**src/rtl/pipe_pkg.sv**
```systemverilog
// Shared types for the pipeline hazard controller: forwarding selects,
// shadow-slot record and the per-cycle pipeline action.
package pipe_pkg;

  localparam logic [4:0] XZR = 5'd31;

  typedef enum logic [1:0] {
    FWD_RF    = 2'b00,
    FWD_EXMEM = 2'b01,
    FWD_MEMWB = 2'b10
  } fwd_sel_t;

  typedef struct packed {
    logic [4:0] rd;
    logic       wr;
    logic       is_load;
  } shadow_slot_t;

  localparam shadow_slot_t BUBBLE = '{rd: 5'd0, wr: 1'b0, is_load: 1'b0};

  typedef enum logic [1:0] {
    ACT_FREEZE,
    ACT_FLUSH,
    ACT_STALL,
    ACT_RUN
  } pipe_act_t;

  // EX/MEM wins over MEM/WB because it holds the younger result.
  function automatic fwd_sel_t fwd_pick(input logic hit_ex, input logic hit_mem);
    if (hit_ex)       return FWD_EXMEM;
    else if (hit_mem) return FWD_MEMWB;
    else              return FWD_RF;
  endfunction

endpackage

```
**src/rtl/hazard_match.sv**
```systemverilog
// Compares one source register against one shadow slot; XZR never matches.
module hazard_match
  import pipe_pkg::*;
(
  input  logic [4:0]   src,
  input  logic         used,
  input  shadow_slot_t slot,
  output logic         match
);

  logic unused_is_load;
  assign unused_is_load = slot.is_load;

  assign match = used && slot.wr && (slot.rd == src) && (src != XZR);

endmodule

```
**src/rtl/hazard_ctrl.sv**
```systemverilog
// Pipeline hazard controller: load-use stalls, branch flushes, memory-wait
// freezes and registered forwarding selects for the two ALU operands.
module hazard_ctrl
  import pipe_pkg::*;
#(
  parameter int CNT_W = 16
) (
  input  logic             clk,
  input  logic             reset,
  input  logic             id_valid,
  input  logic [4:0]       id_rn,
  input  logic [4:0]       id_rmd,
  input  logic             id_rn_used,
  input  logic             id_rmd_used,
  input  logic [4:0]       id_rd,
  input  logic             id_wr,
  input  logic             id_is_load,
  input  logic             ex_branch_taken,
  input  logic             mem_stall,
  output logic             pc_en,
  output logic             ifid_en,
  output logic             ifid_flush,
  output logic             idex_bubble,
  output logic             pipe_en,
  output logic [1:0]       fwd_a,
  output logic [1:0]       fwd_b,
  output logic [CNT_W-1:0] stall_count
);

  shadow_slot_t     ex_q, mem_q, id_slot;
  fwd_sel_t         fwd_a_q, fwd_b_q;
  logic [CNT_W-1:0] cnt_q;
  logic             rn_ex, rmd_ex, rn_mem, rmd_mem;
  logic             load_use;
  pipe_act_t        act;

  assign id_slot = '{rd: id_rd, wr: id_wr, is_load: id_is_load};

  hazard_match u_rn_ex   (.src(id_rn),  .used(id_rn_used),  .slot(ex_q),  .match(rn_ex));
  hazard_match u_rmd_ex  (.src(id_rmd), .used(id_rmd_used), .slot(ex_q),  .match(rmd_ex));
  hazard_match u_rn_mem  (.src(id_rn),  .used(id_rn_used),  .slot(mem_q), .match(rn_mem));
  hazard_match u_rmd_mem (.src(id_rmd), .used(id_rmd_used), .slot(mem_q), .match(rmd_mem));

  assign load_use = id_valid && (rn_ex || rmd_ex) && ex_q.is_load;

  always_comb begin
    act = ACT_RUN;
    if (mem_stall)            act = ACT_FREEZE;
    else if (ex_branch_taken) act = ACT_FLUSH;
    else if (load_use)        act = ACT_STALL;
  end

  // NOTE: every output gets a default before the case so no latch is inferred.
  always_comb begin
    pc_en       = 1'b1;
    ifid_en     = 1'b1;
    pipe_en     = 1'b1;
    ifid_flush  = 1'b0;
    idex_bubble = 1'b0;
    if (reset) begin
      pc_en       = 1'b0;
      ifid_en     = 1'b0;
      pipe_en     = 1'b0;
      ifid_flush  = 1'b1;
      idex_bubble = 1'b1;
    end else begin
      case (act)
        ACT_FREEZE: begin
          pc_en   = 1'b0;
          ifid_en = 1'b0;
          pipe_en = 1'b0;
        end
        ACT_FLUSH: begin
          ifid_flush  = 1'b1;
          idex_bubble = 1'b1;
        end
        ACT_STALL: begin
          pc_en       = 1'b0;
          ifid_en     = 1'b0;
          idex_bubble = 1'b1;
        end
        default: ;
      endcase
    end
  end

  // NOTE: state uses non-blocking assignments; reset is synchronous, so it is
  // sampled inside the clocked block rather than in the sensitivity list.
  always_ff @(posedge clk) begin
    if (reset) begin
      ex_q    <= BUBBLE;
      mem_q   <= BUBBLE;
      fwd_a_q <= FWD_RF;
      fwd_b_q <= FWD_RF;
      cnt_q   <= '0;
    end else if (pipe_en) begin
      mem_q <= ex_q;
      if (id_valid && !idex_bubble) begin
        ex_q    <= id_slot;
        fwd_a_q <= fwd_pick(rn_ex, rn_mem);
        fwd_b_q <= fwd_pick(rmd_ex, rmd_mem);
      end else begin
        ex_q    <= BUBBLE;
        fwd_a_q <= FWD_RF;
        fwd_b_q <= FWD_RF;
      end
      if (act == ACT_STALL && cnt_q != '1)
        cnt_q <= cnt_q + CNT_W'(1);
    end
  end

  assign fwd_a       = fwd_a_q;
  assign fwd_b       = fwd_b_q;
  assign stall_count = cnt_q;

endmodule

```
**config.mk**
```make
export PLATFORM = sky130hd
export DESIGN_NAME = hazard_ctrl
export DESIGN_NICKNAME = d
export VERILOG_FILES = /design/src/rtl/pipe_pkg.sv /design/src/rtl/hazard_match.sv /design/src/rtl/hazard_ctrl.sv
export SDC_FILE = /design/constraint.sdc
export NUM_CORES = 1
export LEC_CHECK = 0
export ABC_AREA = 1
export CORE_MARGIN = 5
export CORE_UTILIZATION = 40
export DETAILED_ROUTE_END_ITERATION = 16
export GPL_ROUTABILITY_DRIVEN = 0
export GPL_TIMING_DRIVEN = 0
export PLACE_DENSITY = 0.73
export SLEW_MARGIN = 20
export SYNTH_ARGS = -nofsm -noshare
export SYNTH_HDL_FRONTEND = slang
export SYNTH_SLANG_ARGS = --single-unit
```
**constraint.sdc**
```tcl
create_clock -name clk -period 2 [get_ports clk]
set_input_delay 0.4 -clock clk [delete_from_list [all_inputs] [get_ports clk]]
set_output_delay 0.4 -clock clk [all_outputs]
set_load 0.005 [all_outputs]
```
==> results.md, run 1 <==
- H-tree depth: 2
- DRC errors left: 0
- Slew Limit Fails: 0
- Hpwl dp: ~4.3 mm
- Reg2reg setup slack: -150 ps
- Number of warnings issued by yosys: 0
- Failing checks: setup timing
- First-pass GRT wire length: about 11 mm
- Mapped cell area: between 2000 and 2500 sq um
- Gate power share: between 10% and 20%
- CP endpoint kind: primary output
- Largest net degree at the start of global routing: 16
- Die ar.: approximately 6700 sq um
- CTS Hold Bufs: 0
- Core Footprint: between 5000 and 6000 sq um
- Filler instances: roughly 440
- Hold EP: fwd_b[0]$_SDFFE_PP0P_
- Post-Syn Instances: 340
- Hold depth: 2
- Post-layout util: around 66%
- Num rows: 26
- CTS tree: done
- Endpoints failing hold: 0
- Synth Register Bits: 33
- # diodes: 0
- Max-slew headroom: 59.6%
- P per Cell Area: between 400 and 500 nW/um^2
- IO Count: 49
- Startpoint types: flip-flop
- Max cap viols: 0
- Starting DRC count in detailed routing: between 150 and 200
- Crit-path cells: nand2_1 -> o21ai_2 -> nor2_2 -> nand3_2 -> nand2_2 -> nand2_2 -> nand2_4 -> ha_4 -> inv_2 -> nand2_2 -> buf_2
- Netlist cell types: 26
- Maximum VDD drop: approximately 0.27 mV
- Syn_area_per_cell: 6.09 sq um
- Slew @ Worst Pin: about 610 ps
- Pre-CTS setup slack: -1150 ps
- Sink Count: 33
- CP delay by family, top: simple AND/OR/NAND/NOR gates
- Slowest cell on the critical path: dfxtp_2
- Total gr overflow: 0
- Post-route ant nets: 0
- Vias: roughly 2600
- Final setup viols: 31
- Initial antenna violation count: 0
- Sequential area share after synthesis: 31.9%
- Clk pwr share: between 30% and 40%
- Wire per inst: roughly 14 microns
- Final wirelength: between 7 and 8 mm
- Highest Clock Rate: approximately 450 MHz
- Worst hold path class: flip-flop to flip-flop
- Critical path required time: ~1600 ps
- CP startpoint: ex_q[6]$_SDFFE_PP0P_
- Starting Density: 40.8%
- Syn Nets: 367
- Register share of total power: 46.4%
- Most used cell, CP: nand2_2
- Die Span Y: between 80 and 90 microns
- Critical hold path startpoint: fwd_b[0]$_SDFFE_PP0P_
- Final non-filler cell area: around 3300 sq um
- RSZ-0062 raised after global routing: yes
- Crit Path Max Fanout: 4
- Clock tree root driver cell: clkbuf_8
- Worst EP arrival: ~1800 ps
- CTS max path bufs: 2
- CTS clk-pin slew, worst paths: ~80 ps
- Internal power: 1.03 mW
- Run status: finished, violations left
- R2R Path End: fwd_a[1]$_SDFFE_PP0P_
- Final period utilization: 110%
- Path type of the worst setup path: flip-flop to primary output
- RR Startpoint: ex_q[6]$_SDFFE_PP0P_
- Setup ws final: -198 ps
- Die Width: slightly above 80 microns
- Worst clock skew: approximately 8.4 ps
- Total Routing Usage GR: 20.7%
- Drt pass-1 iters: 5
- Net Switching: between 400 and 500 uW
- Switching portion of total power: 29.3%
- Layout area overhead: 60.9%
- Tmin final: ~2200 ps
- Leakage: ~1.3 nW
- Clk_lat worst skew: 290 ps
- Worst R2R Path Depth: 16
- Placed cell areas: 2640 sq um
- Worst path buffer plus inverter count: 2
- Number of buffers created by CTS: 5
- Worst stage delay on the critical path: roughly 340 ps
- Vias in the first global route: between 2000 and 2500
- Vias per std cell: between 5 and 6
- Min Hold Slack: between 400 and 500 ps
- Fraction of layout cells with a size suffix above 1: a little under two fifths
- Final Total Pwr: 1.46 mW
- NumNets Final: ~460
- Port Buffers: 48
## power by group through the flow
stage	sequential [mW]	combinational, mW	clock [mW]
global route	0.678	0.290	0.542
finish	0.677	0.270	0.511
global placement	0.692	0.187	0
floorplan	0.691	0.0943	0
CTS	0.677	0.233	0.517
detailed placement	0.693	0.190	0
## worst max-delay path by stage
| stage | slack, ps | cells after the start | end |
|---|---|---|---|
| 6_report | -200 | 11 | idex_bubble |
| 5_1_grt | -300 | 17 | fwd_a[1]$_SDFFE_PP0P_ |
| 4_1_cts | -180 | 12 | idex_bubble |
| 3_5_place_dp | -1150 | 14 | pipe_en |
| 3_3_place_gp | -1150 | 14 | pipe_en |
| 2_1_floorplan | 2 | 19 | stall_count[10]$_SDFFE_PP0P_ |
## cell usage after synthesis
cell / number / area share (%)
nand2_1: 111 / 20
buf_4: 2 / 0.72
nor2_4: 1 / 0.54
xnor2_1: 3 / 1.3
clkinv_1: 1 / 0.18
dfxtp_1: 33 / 32
ha_1: 3 / 1.8
inv_1: 38 / 6.9
a21oi_2: 4 / 1.7
buf_8: 1 / 0.72
a21oi_1: 19 / 4.6
nand4_1: 9 / 2.7
inv_2: 1 / 0.18
nor2_1: 48 / 8.7
nor3_1: 3 / 0.72
nand3b_1: 2 / 0.72
buf_2: 1 / 0.24
xor2_1: 4 / 1.7
nand3_1: 27 / 6.5
a211oi_1: 2 / 0.72
nand2_2: 5 / 1.5
nand2_4: 1 / 0.54
clkbuf_1: 4 / 0.72
a22oi_1: 3 / 1.1
o21ai_0: 12 / 2.9
nor2_2: 2 / 0.60
## per-stage QoR
| step | cells | setup TNS, ps |
|---|---|---|
| global placement | 458 | -30900 |
| finish | 505 | -2930 |
| detailed placement | 458 | -31670 |
| CTS | 499 | -2050 |
| floorplan | 340 | 0 |
| global route | 505 | -6380 |
## tightest hold or removal path, delay by kind of cell, from the launching register on
family          cells  cell delay, ps
compound gates      1              50
flops               1             310
simple gates        1              50
## sequential cells by signal (all words and copies together) (netlist names)
| name | cells |
|---|---|
| ex_q | 7 |
| fwd_a | 2 |
| stall_count | 16 |
| fwd_b | 2 |
| mem_q | 6 |
## final cells by class
cell class                 count  area, sq um  share of cell area, %
clock inverter                 2         10.0                  0.300
sequential                    33          673                   20.2
multi-input combinational    259         1480                   44.4
buffer                         7         58.8                   1.76
tap                           70         87.6                   2.63
timing repair inverter         1         8.76                  0.263
timing repair buffer          87          766                   23.0
inverter                      40          178                   5.33
clock buffer                   6         72.6                   2.18
## per-layer routing
| metal | track usage, % | up-vias | part of all wire (%) |
|---|---|---|---|
| met5 | 0 | - | 0 |
| met4 | 6.81 | 0 | 2.7 |
| met3 | 3.95 | 20 | 6.5 |
| met2 | 38.1 | 112 | 50 |
| met1 | 23.8 | 1185 | 41 |
| li1 | - | 1268 | - |
## timing repair
action,in CTS,in global routing
setup endpoints to repair,38,31
pin swaps,34,27
cloned,3,0
setup buffers,31,6
resized for setup,123,49
hold endpoints to repair,0,0
## kinds of logic after synthesis
kind of cell,share of synthesized area (%)
buf+inv,9.66
fa+ha+maj,1.81
xor+xnor,2.96
flops,31.9
simple gates,42.7
compound gates,11.0
## cell usage in the layout (no fill, tap or decap), types with 2 or more instances in the layout
| master | synthesis | routed |
|---|---|---|
| ha_4 | 0 | 2 |
| nor2_1 | 48 | 36 |
| o21ai_0 | 12 | 9 |
| nor2_4 | 1 | 4 |
| nand3_1 | 27 | 15 |
| nand3b_1 | 2 | 2 |
| inv_6 | 0 | 2 |
| buf_6 | 0 | 8 |
| nand2_1 | 111 | 89 |
| dfxtp_4 | 0 | 2 |
| a22oi_1 | 3 | 2 |
| nor2_2 | 2 | 11 |
| dfxtp_2 | 0 | 4 |
| a21oi_2 | 4 | 13 |
| dfxtp_1 | 33 | 27 |
| nand2_2 | 5 | 22 |
| clkinv_2 | 0 | 2 |
| nand4_1 | 9 | 9 |
| inv_2 | 1 | 8 |
| buf_4 | 2 | 33 |
| clkbuf_1 | 4 | 2 |
| nand2_4 | 1 | 5 |
| a21oi_1 | 19 | 10 |
| o21ai_2 | 0 | 3 |
| a211oi_1 | 2 | 2 |
| clkinvlp_4 | 0 | 2 |
| clkbuf_8 | 0 | 5 |
| dlygate4sd2_1 | 0 | 3 |
| inv_1 | 38 | 25 |
| clkbuf_2 | 0 | 3 |
| nor3_1 | 3 | 3 |
| buf_2 | 1 | 10 |
| xor2_1 | 4 | 4 |
| xnor2_1 | 3 | 3 |
| nand3_2 | 0 | 12 |
| clkinv_4 | 0 | 2 |
| inv_4 | 0 | 2 |
| clkdlybuf4s50_1 | 0 | 31 |
Note: power is estimated with default switching activity, not from simulation.
==> run 2: changes to the inputs <==
--- a/config.mk
+++ b/config.mk
@@ -6,6 +6,7 @@
 export NUM_CORES = 1
 export LEC_CHECK = 0
 export ABC_AREA = 1
+export CAP_MARGIN = 25
 export CORE_MARGIN = 5
 export CORE_UTILIZATION = 40
 export DETAILED_ROUTE_END_ITERATION = 16
==> results of run 2 <==
The final DEF is identical to that of run 1; final timing and power are the same.
